<file path="config.mk">
export PLATFORM = sky130hd
export DESIGN_NAME = sync_fifo_param
export DESIGN_NICKNAME = d
export VERILOG_FILES = /design/src/rtl/sync_fifo_pkg.sv /design/src/rtl/sync_fifo_ram.sv /design/src/rtl/sync_fifo_param.sv
export SDC_FILE = /design/constraint.sdc
export NUM_CORES = 1
export LEC_CHECK = 0
export ABC_AREA = 1
export BUFFER_PORTS_ARGS = -buffer_cell sky130_fd_sc_hd__buf_2
export CAP_MARGIN = 0
export CORE_UTILIZATION = 34
export CTS_CLUSTER_SIZE = 40
export DETAILED_ROUTE_END_ITERATION = 7
export GPL_TIMING_DRIVEN = 1
export PLACE_DENSITY_LB_ADDON = 0.15
export SLEW_MARGIN = 10
export SYNTH_ARGS = -nofsm -noshare
export SYNTH_HDL_FRONTEND = slang
export SYNTH_SLANG_ARGS = --single-unit
export TNS_END_PERCENT = 5
</file>
<file path="constraint.sdc">
create_clock -name clk -period 4.2 [get_ports clk]
set_input_delay 0 -clock clk [delete_from_list [all_inputs] [get_ports clk]]
set_output_delay 0 -clock clk [all_outputs]
set_load 0.01 [all_outputs]
</file>
<file path="src/rtl/sync_fifo_pkg.sv">
// Shared definitions for the parametrised synchronous FIFO.
package sync_fifo_pkg;

    localparam int FIFO_DATA_W_DEF = 18;
    localparam int FIFO_DEPTH_DEF  = 8;

    // Occupancy counter width: one extra bit so that DEPTH itself is representable.
    function automatic int cnt_w(input int depth);
        return $clog2(depth) + 1;
    endfunction

    // Registered status flags, all derived from the next count or the current request.
    typedef struct packed {
        logic full;
        logic empty;
        logic afull;
        logic aempty;
        logic ovf;
        logic unf;
    } fifo_status_t;

endpackage

</file>
<file path="src/rtl/sync_fifo_ram.sv">
// Simple dual-port storage for sync_fifo_param: one write port, one
// synchronous read port (read-before-write on an address collision).
// Contents are never reset.
module sync_fifo_ram
    import sync_fifo_pkg::*;
#(
    parameter int DATA_W = FIFO_DATA_W_DEF,
    parameter int DEPTH  = FIFO_DEPTH_DEF,
    parameter int ADDR_W = $clog2(DEPTH)
) (
    input  logic              clk,
    input  logic              we,
    input  logic [ADDR_W-1:0] waddr,
    input  logic [DATA_W-1:0] wdata,
    input  logic              re,
    input  logic [ADDR_W-1:0] raddr,
    output logic [DATA_W-1:0] rdata
);

    logic [DATA_W-1:0] mem [DEPTH];

    // Write on we; registered read on re returns the value stored before this edge.
    always_ff @(posedge clk) begin
        if (we) mem[waddr] <= wdata;
        if (re) rdata <= mem[raddr];
    end

endmodule

</file>
<file path="src/rtl/sync_fifo_param.sv">
// Parametrised synchronous FIFO with count, full/empty, programmable
// almost-full/almost-empty thresholds and overflow/underflow pulses.
// Define SYNC_FIFO_FWFT_EN for first-word-fall-through output; otherwise
// fifo_out is a registered read with one cycle of latency.
//
// Request semantics: with en=1, a read is accepted when the FIFO is not empty;
// a write is accepted when the FIFO is not full, or when it is full and a read
// is accepted in the same cycle. A rejected request raises overflow/underflow
// for exactly one cycle. With en=0 all requests are ignored and nothing moves.
module sync_fifo_param
    import sync_fifo_pkg::*;
#(
    parameter int DATA_W    = FIFO_DATA_W_DEF,
    parameter int DEPTH     = FIFO_DEPTH_DEF,
    parameter int AFULL_TH  = 6,
    parameter int AEMPTY_TH = 1
) (
    input  logic                   clk,
    input  logic                   rst,
    input  logic                   en,
    input  logic                   write,
    input  logic                   read,
    input  logic [DATA_W-1:0]      fifo_in,
    output logic [DATA_W-1:0]      fifo_out,
    output logic                   fifo_full,
    output logic                   fifo_empty,
    output logic [$clog2(DEPTH):0] fifo_count,
    output logic                   almost_full,
    output logic                   almost_empty,
    output logic                   overflow,
    output logic                   underflow
);

    localparam int ADDR_W = $clog2(DEPTH);
    localparam int CNT_W  = cnt_w(DEPTH);
    localparam logic [CNT_W-1:0] DEPTH_C  = CNT_W'(DEPTH);
    localparam logic [CNT_W-1:0] AFULL_C  = CNT_W'(AFULL_TH);
    localparam logic [CNT_W-1:0] AEMPTY_C = CNT_W'(AEMPTY_TH);

    logic [ADDR_W-1:0] rd_ptr, wr_ptr, rd_ptr_nxt, wr_ptr_nxt;
    logic [CNT_W-1:0]  cnt_q, cnt_nxt;
    logic              rd_acc, wr_acc;
    fifo_status_t      status_q, status_nxt;
    logic              ram_re;
    logic [ADDR_W-1:0] ram_raddr;
    logic [DATA_W-1:0] ram_rdata;
    logic              out_load;
    logic              out_valid_q;

    // Accept decisions, next pointers, next count and next flags.
    always_comb begin
        rd_acc     = en & read & ~status_q.empty;
        wr_acc     = en & write & (~status_q.full | rd_acc);
        rd_ptr_nxt = rd_acc ? rd_ptr + ADDR_W'(1) : rd_ptr;
        wr_ptr_nxt = wr_acc ? wr_ptr + ADDR_W'(1) : wr_ptr;
        cnt_nxt    = cnt_q;
        if (wr_acc && !rd_acc)      cnt_nxt = cnt_q + CNT_W'(1);
        else if (rd_acc && !wr_acc) cnt_nxt = cnt_q - CNT_W'(1);
        status_nxt.full   = (cnt_nxt == DEPTH_C);
        status_nxt.empty  = (cnt_nxt == '0);
        status_nxt.afull  = (cnt_nxt >= AFULL_C);
        status_nxt.aempty = (cnt_nxt <= AEMPTY_C);
        status_nxt.ovf    = en & write & ~wr_acc;
        status_nxt.unf    = en & read & ~rd_acc;
    end

    // Pointers, count and flags; reset wins over en.
    always_ff @(posedge clk) begin
        if (rst) begin
            rd_ptr   <= '0;
            wr_ptr   <= '0;
            cnt_q    <= '0;
            status_q <= '{full: 1'b0, empty: 1'b1, afull: 1'b0, aempty: 1'b1,
                          ovf: 1'b0, unf: 1'b0};
        end else begin
            rd_ptr   <= rd_ptr_nxt;
            wr_ptr   <= wr_ptr_nxt;
            cnt_q    <= cnt_nxt;
            status_q <= status_nxt;
        end
    end

`ifdef SYNC_FIFO_FWFT_EN
    // The head is reloaded whenever the FIFO stays non-empty. If the new head
    // is the word being written at this edge, the RAM cannot return it yet,
    // so it is captured from fifo_in instead.
    logic              bypass;
    logic              use_byp_q;
    logic [DATA_W-1:0] byp_q;

    always_comb begin
        out_load  = en & (cnt_nxt != '0);
        bypass    = wr_acc & (wr_ptr == rd_ptr_nxt);
        ram_re    = out_load & ~bypass & ~rst;
        ram_raddr = rd_ptr_nxt;
    end

    // Bypass capture of a word that becomes the head on the edge it is written.
    always_ff @(posedge clk) begin
        if (rst) begin
            use_byp_q <= 1'b0;
        end else if (out_load) begin
            use_byp_q <= bypass;
            if (bypass) byp_q <= fifo_in;
        end
    end

    assign fifo_out = !out_valid_q ? '0 : (use_byp_q ? byp_q : ram_rdata);
`else
    // Registered read: the word at rd_ptr is fetched on the accepting edge.
    always_comb begin
        out_load  = rd_acc;
        ram_re    = rd_acc & ~rst;
        ram_raddr = rd_ptr;
    end

    assign fifo_out = out_valid_q ? ram_rdata : '0;
`endif

    // Marks that the RAM read register holds a real word; forces fifo_out to 0 after reset.
    always_ff @(posedge clk) begin
        if (rst) out_valid_q <= 1'b0;
        else if (out_load) out_valid_q <= 1'b1;
    end

    sync_fifo_ram #(
        .DATA_W (DATA_W),
        .DEPTH  (DEPTH),
        .ADDR_W (ADDR_W)
    ) u_ram (
        .clk   (clk),
        .we    (wr_acc & ~rst),
        .waddr (wr_ptr),
        .wdata (fifo_in),
        .re    (ram_re),
        .raddr (ram_raddr),
        .rdata (ram_rdata)
    );

    assign fifo_count   = cnt_q;
    assign fifo_full    = status_q.full;
    assign fifo_empty   = status_q.empty;
    assign almost_full  = status_q.afull;
    assign almost_empty = status_q.aempty;
    assign overflow     = status_q.ovf;
    assign underflow    = status_q.unf;

endmodule
</file>
==> After elaboration in Yosys (flattened, before gate mapping) <==
Memories as Yosys holds them, arrays and structs flattened. A register that Yosys moved wholly into a read port is not among the register bits.
Cells that the tools add are included.
{ "totals": {"latch_bits": 0, "input_bits": 23, "wordCells": 42, "register_bits": 17, "n_memories": 1, "ram_bits": 144, "rom_bits": 0} }
{ "mem_list": {"columns": ["memory", "depth", "word_bits", "read_ports", "rd_clocked_by_memory_dff", "wr", "line", "rtl"], "rows": [
  ["u_ram.mem", 8, 18, 1, 1, 1, "sync_fifo_ram.sv:20", "logic [DATA_W-1:0] mem [DEPTH];"]
]} }
{ "classes": {"bitwise_logic": 14, "add_sub_neg": 4, "n_eq_ne": 1, "div_mod_pow": 0, "mul": 0, "n_shift": 0, "mux": 5, "magnitude_cmp": 2, "reduce_logical": 5} }
{ "ops": {"columns": ["operator", "count"], "rows": [
  ["2-to-1 mux 18 bit", 1],
  ["bitwise AND 1 bit", 8],
  ["2-to-1 mux 4 bit", 2],
  ["adder 3 x 1 -> 3 bit, second input constant", 2],
  ["NOT 1 bit", 5],
  ["adder 4 x 1 -> 4 bit, second input constant", 1],
  ["== test 4 bit, second input constant", 1],
  ["greater-or-equal comparator 4 x 3 -> 1 bit, second input constant", 1],
  ["<= comparator 4 x 1 -> 1 bit, second input constant", 1],
  ["zero test 4 bit", 1],
  ["subtractor 4 x 1 -> 4 bit, second input constant", 1],
  ["logical AND 1 bit", 2],
  ["zero test 1 bit", 2],
  ["2-to-1 mux 1 bit", 2],
  ["bitwise OR 1 bit", 1]
]} }

==> Logic depth before layout (Yosys ltp) <==
Gate-level depths: netlist (run 1).
{ "logic_depth": {"depth_word": 9, "depth_mapped": 10} }

==> Hierarchy <==
Synthesis (run 1) repeated with hierarchy kept, for this count alone.
{ "unflattened": {"cells_unflattened": 804, "area_unflattened_um2": 7926.4} }
{ "by_module_without_submodules": {"columns": ["module", "n_inst", "seq_area_each_um2", "cells_each", "area_each_um2"], "rows": [
  ["sync_fifo_ram", 1, 4864.7, 657, 6917.9],
  ["sync_fifo_param", 1, 340.3, 147, 1008.5]
]} }

==> Worst setup path before layout (run 1) <==
OpenSTA, ideal clock, no wires.
{ "synth_timing": {"kind": "register to register", "start": "register status_q, in the netlist fifo_empty", "end": "memory u_ram.mem[0][0] (netlist name) (enable)", "path_stages_with_launch": 8, "n_path_buf": 0, "path_slack_ns": 2.012, "arrival_time_ns": 1.795, "setup_ns": 0.392, "cell_sequence": "dfxtp_1 > inv_1 > nand3_4 > nand2_1 > nand2_1 > nor2_1 > nand2_1 > nor2_1"} }
{ "synth_via": {"elab_chain_cells": 7} }
{ "synth_lines": {"columns": ["item", "line", "rtl"], "rows": [
  ["from (decl)", "sync_fifo_param.sv:43", "fifo_status_t status_q, status_nxt;"],
  ["from (signal assigned)", "sync_fifo_param.sv:73", "status_q <= '{full: 1'b0, empty: 1'b1, afull: 1'b0, aempty: 1'b1,"],
  ["from (signal assigned)", "sync_fifo_param.sv:79", "status_q <= status_nxt;"],
  ["NOT 1 bit", "sync_fifo_param.sv:52", "rd_acc = en & read & ~status_q.empty;"],
  ["bitwise AND 1 bit", "sync_fifo_param.sv:52", null],
  ["bitwise OR 1 bit", "sync_fifo_param.sv:53", "wr_acc = en & write & (~status_q.full | rd_acc);"],
  ["bitwise AND 1 bit", "sync_fifo_param.sv:53", null],
  ["bitwise AND 1 bit", "sync_fifo_param.sv:132", ".we (wr_acc & ~rst),"],
  ["2-to-1 mux 1 bit", "sync_fifo_ram.sv:24", "if (we) mem[waddr] <= wdata;"],
  ["2-to-1 mux 1 bit (implied by the code)", "sync_fifo_ram.sv:24", null],
  ["to (decl)", "sync_fifo_ram.sv:20", null]
]} }
No other way between the ends.

==> Worst setup path after layout (run 1) <==
{ "layout_timing": {"start": "register status_q, in the netlist fifo_empty", "end": "memory u_ram.mem[1][10] (netlist name) (enable)"} }
Same word-level chain as after synthesis.

==> results of run 1 <==
worst max path at each step:
stage / from / end / slack (ps) / cells after the start
after floorplan: fifo_empty / u_ram.mem[0][0] / 2010 / 7
after global placement: fifo_empty / u_ram.mem[4][13] / 1840 / 7
after detailed placement: fifo_empty / u_ram.mem[1][10] / 1750 / 7
after CTS: fifo_empty / u_ram.mem[1][10] / 1740 / 7
after global routing: fifo_empty / u_ram.mem[1][10] / 1480 / 7
final: fifo_empty / u_ram.mem[1][10] / 1740 / 7
through the flow:
stage	util [%]	instance area [µm²]	setup slack, ps	cells	hold WS (ps)
6_report	41.1	8390	1740	934	419
2_1_floorplan	-	7160	2010	586	98.9
3_5_place_dp	37.4	7640	1750	879	304
3_3_place_gp	37.4	7640	1840	879	300
4_1_cts	41.1	8390	1740	934	398
5_1_grt	41.1	8390	1480	934	428
critical path, delay by kind of cell (launching register included):
| kind | cells | cell delay [ps] |
|---|---|---|
| buf+inv | 1 | 120 |
| flops | 1 | 340 |
| simple gates | 6 | 1610 |
routing by layer:
layer  wire length, µm  global-route usage (%)  vias up
li1                  -                       -     2178
met1              7580                    21.0     2192
met4               206                    5.05        0
met3               682                    3.94       11
met2              7130                    23.0      104
met5                 0                       0        -
power by group through the flow:
stage	Sequential [mW]	Combinational [mW]	Clock, mW
after global placement	2.07	0.339	0
after CTS	2.03	0.364	1.40
after floorplan	2.05	0.243	0
after detailed placement	2.07	0.345	0
final	2.03	0.360	1.36
after global routing	2.03	0.404	1.47
Yosys cell counts:
| cell type | instances |
|---|---|
| edfxtp_1 | 162 |
| nor2_1 | 128 |
| nand2_1 | 98 |
| o21ai_0 | 42 |
| o32ai_1 | 36 |
| inv_1 | 35 |
| dfxtp_1 | 17 |
| clkbuf_1 | 15 |
| buf_2 | 10 |
| nand3_1 | 8 |
| a21oi_1 | 4 |
| buf_6 | 4 |
| ha_1 | 4 |
| nand3_2 | 3 |
| nor3_1 | 3 |
| inv_2 | 2 |
| nand2_2 | 2 |
| nand3_4 | 2 |
| buf_4 | 1 |
| clkbuf_2 | 1 |
| clkinv_1 | 1 |
| nand2_4 | 1 |
| nand4_1 | 1 |
| nor2_2 | 1 |
| nor2_4 | 1 |
| nor3b_1 | 1 |
| xnor2_1 | 1 |
| xor2_1 | 1 |
| xor2_2 | 1 |
final cells by class:
type	count	area, µm²
clock buffer	20	437
timing repair buffer	78	520
inverter	38	143
tap	270	338
clock inverter	11	66.3
sequential	179	5210
multi-input combinational	338	1680
fill	1944	12000
flip-flops by register name (all words and copies together), names as in the netlist:
register / flops
almost_empty: 1
almost_full: 1
out_valid_q: 1
underflow: 1
u_ram.mem: 144
fifo_empty: 1
fifo_full: 1
ram_raddr: 3
fifo_count: 4
overflow: 1
u_ram.rdata: 18
wr_ptr: 3
cell usage in the layout (no fill, tap or decap), drive strengths merged:
master and instances:
edfxtp 162, nor2 130, nand2 101, buf 54, o21ai 42, inv 37, o32ai 36, dlygate4sd3 24
clkbuf 20, dfxtp 17, nand3 13, clkinv 7, clkinvlp 5, a21oi 4, ha 4, nor3 3
xor2 2, xnor2 1, nor3b 1, nand4 1
cell families after synthesis:
kind of cell / count (synthesis) / share of synthesized area, %
AO/OA/AOI/OAI: 82 / 7.61
XOR/XNOR: 3 / 0.472
adder cells (fa/ha/maj): 4 / 0.699
buffers and inverters: 69 / 4.28
flip-flops: 179 / 72.7
AND/OR/NAND/NOR: 249 / 14.3
==> results.cfg, run 1 <==
[power_and_ir_drop]
p_int_mw = 2.86
power.share.sequential_pct = 54.1
comb_power_share_pct = 9.6
total_power_mw = 3.75
ir_drop_mv = 0.249
powerDensity_mw_per_mm2 = 447
p_sw_mw = 0.890
p_clk_share_pct = 36.3
power_leakage_nw = 3.11
netSwitchingFraction_pct = 23.7

[sta]
max_clock_freq_ghz = 0.406
maxSlewHeadroom_pct = 24.4
worstMarginPinSlew_ps = 1130
skew_ps = 6.67
layout_min_cycle_time_ps = 2460
fin_crit_sh_pct = 58.6
final-hold-violation-count = 0
report.final.slew_viol_count = 0
setup_viol = 0
fin_tns_setup_ps = 0
grt_setup_unrepaired = no

[clock_tree]
numCtsBuffers = 17
ctsResizeCount = 0
clkSinkCount = 179
clk_latency_ps = 420
cts_tree = built
clkTransAtPathRegs_ps = 60
clk_path_buf_depth = 2
cts_root_buffer = clkbuf_16
ctsHtreeMaxLevel = 4
cts_hold_buf = 24
cts_setup_buffers = 0

[synth]
synth_cell_types = 29
synth_warnings = 0
yosysTopAreaCellShare_pct = 67.9
netlist_area_mm2 = 0.00716
syn_nets = 613
ys_seq_area_share_pct = 72.7
synth_top_area_cell = edfxtp_1
syn_avg_cell_area_um2 = 12.2
synth_seq_cells = 179
syn_inst = 586
ys_top_cells_by_area = edfxtp_1, nor2_1, nand2_1

[grt]
grtUsageTotal_pct = 15.1
grt_max_degree = 74
grt_pass1_vias = 4331
grt_first_pass_wirelength_mm = 24.0
antenna_found_initial = 0
grt-ovfl-total = 0

[floorplan]
dieArea_mm2 = 0.0217
io_pins = 51
die_h_um = 147
start_util_pct = 35.1
num_rows = 52
core-area_mm2 = 0.0204
die_w_um = 147

[worst_setup_path]
r2r_end = u_ram.mem[1][10]
critPathCaptureType = flip-flop
crit_fanout = 18
r2r_start = fifo_empty
cp_common_cell = nand2_1
critPathMaxStageDelay_ps = 870
slowest_stage = nor2_2
worstPathCellList = inv_1, nand3_4, nand2_1, nand2_1, nor2_1, nand2_1, nor2_2
worst_ep_arrival_time_ps = 2500
required_ps = 4240
crit_type = reg2reg
r2r_slack_ps = 1740
crit_path_start_kind = flip-flop
rr_worst_depth = 7

[worst_hold_path]
hold_path.class = in2reg
hp-start = rst
whs_path_depth = 3
hold_end = out_valid_q

[routing]
dr.pass1.iters = 5
drc = 0
via_per_inst = 4.80
ant_nets = 0
wl_mm = 15.6
wl_per_cell_um = 16.7
vias = 4485
drt_iter0_markers = 300

[job]
max_cap_violations = 0

[run_status]
status = finished clean

[place]
io_buffers = 50
dp_hpwl_mm = 9.58
gp_congestion = 0.771

[finish]
diodes = 0
final_nets = 679
synthToLayoutAreaGrowth_pct = 17.1
post_route_cells_drive_above_1_share_pct = 15.8
Note: power is estimated with default switching activity, not from simulation.
==> run 2: changes to the inputs <==
--- a/config.mk
+++ b/config.mk
@@ -5,7 +5,7 @@
 export SDC_FILE = /design/constraint.sdc
 export NUM_CORES = 1
 export LEC_CHECK = 0
-export ABC_AREA = 1
+export ABC_AREA = 0
 export BUFFER_PORTS_ARGS = -buffer_cell sky130_fd_sc_hd__buf_2
 export CAP_MARGIN = 0
 export CORE_UTILIZATION = 34
==> constraint.sdc (replaced) <==
create_clock -name clk -period 2.1 [get_ports clk]
set_input_delay 0 -clock clk [delete_from_list [all_inputs] [get_ports clk]]
set_output_delay 0 -clock clk [all_outputs]
set_load 0.01 [all_outputs]
==> run 2 against run 1 <==
Critical path depth shrank 2. Sequential power rose by 95%. Hold slack got worse by 310 ps. Non-clock buffer count grew 21. Maximum frequency increased by 28%. Via count decreased by 24%. Utilization rose by 1.9 points. Design area up 0.63%. Setup slack lost 1600 ps. Critical endpoint unchanged. Largest cell class unchanged.
==> results.cfg, run 2 <==
[power_and_ir_drop]
ir_drop_mv = 0.496
powerDensity_mw_per_mm2 = 882
power_leakage_nw = 2.84

[worst_hold_path]
hold_path.class = in2reg
hp-start = write

[finish]
most-common-layout-cells = edfxtp_1, buf_2, mux4_2, dlygate4sd3_1, buf_4
final_area_mm2 = 0.00844
final_common_cell = edfxtp_1
largest-register = u_ram.mem
post_route_cells_drive_above_1_share_pct = 39.4
largest_reg_flops = 144
final_nets = 472
synthToLayoutAreaGrowth_pct = 22.5
final_cells = 723

[routing]
ant_nets = 0
via_per_inst = 4.72
vias = 3415
wl_per_cell_um = 18.8
dr.pass1.iters = 4
wl_mm = 13.6
drc = 0
drt_iter0_markers = 176

[synth]
yosysMostFrequentCell = edfxtp_1
syn_nets = 367
ys_top_cells_by_count = edfxtp_1, mux4_2, mux2_2, nor2_1, and2_1
ys_seq_area_share_pct = 75.5
synth_cell_types = 39
synth_top_area_cell = edfxtp_1
ys_top_cells_by_area = edfxtp_1, mux4_2, dfxtp_1
synth_warnings = 0
synth_seq_cells = 179
synth_edf_count = 162
ys_async_sr_fraction_pct = 0
netlist_area_mm2 = 0.00689
syn_inst = 340
syn_avg_cell_area_um2 = 20.3
synth_flop_cell = edfxtp_1
yosysTopAreaCellShare_pct = 70.6

[place]
gp_congestion = 0.684
io_buffers = 50
dp.cells = 667
dp_hpwl_mm = 8.30
postPlaceCellArea_mm2 = 0.00763

[sta]
fin_tns_setup_ps = 0
setup_viol = 0
skew_ps = 7.07
worstMarginPinSlew_ps = 401
final-hold-violation-count = 0
fin_crit_sh_pct = 91.3
whs_ps = 111
layout_min_cycle_time_ps = 1920
maxSlewHeadroom_pct = 73.2
max_clock_freq_ghz = 0.522
report.final.slew_viol_count = 0

[clock_tree]
ctsResizeCount = 0
clkTransAtPathRegs_ps = 60
clkSinkCount = 179
ctsHtreeMaxLevel = 4
clk_latency_ps = 420
cts_tree = built
cts_root_buffer = clkbuf_16
numCtsBuffers = 17
clk_path_buf_depth = 2

[floorplan]
dieArea_mm2 = 0.0208
num_rows = 51
die_h_um = 144
die_w_um = 144
io_pins = 51
core-area_mm2 = 0.0197
start_util_pct = 35.1

[worst_setup_path]
crit_buf_inv = 1
critPathCaptureType = flip-flop
required_ps = 2220
worst_ep_arrival_time_ps = 2040
crit_fanout = 9
critPathMaxStageDelay_ps = 350
crit_start = fifo_empty
r2r_start = fifo_empty
crit_type = reg2reg
crit_path_start_kind = flip-flop
slowest_stage = dfxtp_1
critPathTopFamily = simple AND/OR/NAND/NOR gates
worstPathCellList = nand2b_1, a21oi_1, nand3b_1, nor3_2, buf_4

[grt]
grt-ovfl-total = 0
grt_max_degree = 23
antenna_found_initial = 1
grt_pass1_vias = 3536
grtUsageTotal_pct = 14.4
grt_first_pass_wirelength_mm = 21.0

[run_status]
status = finished clean

[job]
max_cap_violations = 0
[run 2: cell families (layout without fill, tap and decap cells)]
kind of cell	count (synthesis)	count (layout)	share of synthesized area [%]
other cells	0	1	0
fa+ha+maj	4	4	0.726
buf+inv	18	135	1.29
mux	57	57	15.2
xor+xnor	5	5	0.636
flops	179	179	75.5
compound gates	8	8	1.11
simple gates	69	69	5.50
[run 2: area by class of cell]
class / instances / area (µm²)
Timing Repair Buffer: 99 / 691
Sequential cell: 179 / 5210
Antenna cell: 1 / 2.50
Fill cell: 1805 / 11200
Multi-Input combinational cell: 143 / 1630
Tap cell: 265 / 332
Clock buffer: 19 / 433
Clock inverter: 12 / 131
Inverter: 5 / 18.8
[run 2: worst reg2reg max path: stages (launching register included)]
cell and delay (ps):
dfxtp_1 350, nand2b_1 250, a21oi_1 250, nand3b_1 270, nor3_2 250, buf_4 250
[run 2: worst paths after layout]
path	to	slack, ps	cells after the start
max	u_ram.mem[1][10]	180	5
min	fifo_count[0]	110	4
max reg2reg	u_ram.mem[1][10]	180	5
min reg2reg	overflow	550	2
[run 2: where the power goes]
part | internal [mW] | switching (mW)
Combinational | 0.213 | 0.205
Sequential | 3.93 | 0.0289
Clock | 1.75 | 1.32
[run 2: per-layer routing]
metal | share of wire, % | vias to the layer above | global-route usage [%]
met3 | 3.7 | 11 | 3.71
met1 | 45 | 1779 | 18.8
li1 | - | 1566 | -
met2 | 50 | 59 | 23.2
met4 | 1.2 | 0 | 5.15
met5 | 0 | - | 0
[run 2: stage by stage]
stage | utilization [%] | total power, mW | setup WS [ps]
after global placement | 38.8 | 4.42 | 282
after floorplan | - | 4.28 | -220
final | 42.9 | 7.45 | 183
after detailed placement | 38.8 | 4.43 | 221
after CTS | 42.9 | 7.54 | 181
after global routing | 42.9 | 7.73 | -0.966
[run 2: repair_timing]
action,CTS,global route
hold buffers,24,0
buffers inserted,0,0
hold endpoints to repair,154,0
==> run 3: changes to the inputs <==
--- a/config.mk
+++ b/config.mk
@@ -5,7 +5,7 @@
 export SDC_FILE = /design/constraint.sdc
 export NUM_CORES = 1
 export LEC_CHECK = 0
-export ABC_AREA = 0
+export ABC_AREA = 1
 export BUFFER_PORTS_ARGS = -buffer_cell sky130_fd_sc_hd__buf_2
 export CAP_MARGIN = 0
 export CORE_UTILIZATION = 34
@@ -13,7 +13,7 @@
 export DETAILED_ROUTE_END_ITERATION = 7
 export GPL_TIMING_DRIVEN = 1
 export PLACE_DENSITY_LB_ADDON = 0.15
-export SLEW_MARGIN = 10
+export SLEW_MARGIN = 40
 export SYNTH_ARGS = -nofsm -noshare
 export SYNTH_HDL_FRONTEND = slang
 export SYNTH_SLANG_ARGS = --single-unit
==> run 3 against run 2 <==
Critical path type unchanged. Largest cell class unchanged. Clock power grew 5%. Hold slack gained 310 ps. Highest routed layer unchanged. Final cell count grew 32%.
==> results.cfg, run 3 (synthesis results as in run 1) <==
[routing]
wl_per_cell_um = 16.3
vias = 4510
wl_mm = 15.5
drc = 0
via_per_inst = 4.74
drt_iter0_markers = 323
ant_nets = 0
dr.pass1.iters = 6

[clock_tree]
cts_setup_buffers = 0
clk_latency_ps = 430
clk_path_buf_depth = 2
clkSinkCount = 179
ctsHtreeMaxLevel = 4
numCtsBuffers = 17
cts_root_buffer = clkbuf_16
cts_tree = built
clkTransAtPathRegs_ps = 70

[finish]
final_common_cell = edfxtp_1
nFillCells = 1916
final_nets = 695
largest-register = u_ram.mem
post_route_cells_drive_above_1_share_pct = 18.5
largest_reg_flops = 144
diodes = 0
final_cells = 951
synthToLayoutAreaGrowth_pct = 21.7
most-common-layout-cells = edfxtp_1, nor2_1, nand2_1, buf_2, o21ai_0

[floorplan]
num_rows = 52
io_pins = 51
start_util_pct = 35.1
dieArea_mm2 = 0.0217
die_h_um = 147
core-area_mm2 = 0.0204
die_w_um = 147

[run_status]
status = finished clean

[worst_setup_path]
crit_buf_inv = 2
r2r_end = u_ram.mem[4][16]
worstPathCellList = inv_1, nand3_4, nand2_1, nand2_1, nor2_2, nand2_2, nor2_2, buf_4
crit_type = reg2reg
rr_worst_depth = 8
critPathMaxStageDelay_ps = 350
worst_ep_arrival_time_ps = 1970
r2r_start = fifo_empty
r2r_slack_ps = 250
critPathTopFamily = simple AND/OR/NAND/NOR gates
critPathCaptureType = flip-flop
required_ps = 2220
crit_path_start_kind = flip-flop
crit_fanout = 12
slowest_stage = dfxtp_1

[grt]
grt_pass1_vias = 4298
grt_first_pass_wirelength_mm = 23.9
grt-ovfl-total = 0
grtUsageTotal_pct = 15.0
grt_max_degree = 75
antenna_found_initial = 0

[sta]
maxSlewHeadroom_pct = 76.3
worstMarginPinSlew_ps = 355
setup_viol = 0
report.final.slew_viol_count = 0
max_clock_freq_ghz = 0.539
grt_setup_unrepaired = no
layout_min_cycle_time_ps = 1850
final-hold-violation-count = 0
fin_crit_sh_pct = 88.3
skew_ps = 13.2

[place]
gp_congestion = 0.797
io_buffers = 50
dp_hpwl_mm = 9.69
dp.cells = 894

[worst_hold_path]
hold_end = u_ram.mem[3][16]
hold_path.class = in2reg
whs_path_depth = 2
hp-start = fifo_in[16]

[power_and_ir_drop]
powerDensity_mw_per_mm2 = 920
total_power_mw = 8.02
power_leakage_nw = 3.27
ir_drop_mv = 0.589

[job]
max_cap_violations = 0
-- run 3: cell count changes in the layout (fill, tap and decap cells not counted), sizes merged, moves of 33 or more --
cell   before  now
inv         8   41
nor2       19  130
mux4       36    0
o21ai       1   42
nand2      11  101
o32ai       0   36
-- run 3: worst max-delay path by stage --
stage | from | depth (start not counted) | to
finish | fifo_empty | 8 | u_ram.mem[4][16]
global placement | fifo_empty | 8 | u_ram.mem[4][13]
global route | fifo_empty | 8 | u_ram.mem[4][16]
detailed placement | fifo_empty | 8 | u_ram.mem[4][9]
floorplan | fifo_empty | 7 | u_ram.mem[0][0]
CTS | fifo_empty | 8 | u_ram.mem[4][16]
-- run 3: layer usage --
metal,vias up,routed length (µm),GRT usage [%]
met4,0,283,5.67
met2,99,7240,23.6
met1,2171,7280,20.5
met3,22,672,3.01
met5,-,0,0
li1,2218,-,-
-- run 3: final cells by class --
type / instances / area, µm² / share of cell area [%]
Clock inverter: 15 / 180 / 2.07
Tap cell: 270 / 338 / 3.87
Clock buffer: 17 / 425 / 4.88
Multi-Input combinational cell: 338 / 1680 / 19.3
Inverter: 38 / 143 / 1.64
Timing Repair Buffer: 94 / 743 / 8.52
Sequential cell: 179 / 5210 / 59.7
-- run 3: what timing repair did --
action                                  in CTS  in global routing
hold buffers                                25                  0
endpoints found under the setup margin       0                 64
gates resized for setup                      0                  3
hold endpoints to repair                   152                  0
-- run 3: power by group --
group	switching [mW]	internal [mW]
Sequential	0.0487	3.97
Clock	1.34	1.88
Combinational	0.494	0.286
-- run 3: through the flow --
step	utilization (%)	hold WS, ps	cell area, µm²	worst slack (ps)	TNS (ps)
3_5_place_dp	38.5	311	7860	227	0
2_1_floorplan	-	98.9	7160	-87.8	-12640
6_report	42.7	420	8720	246	0
3_3_place_gp	38.5	306	7860	298	0
5_1_grt	42.7	436	8720	16.2	0
4_1_cts	42.6	393	8710	202	0
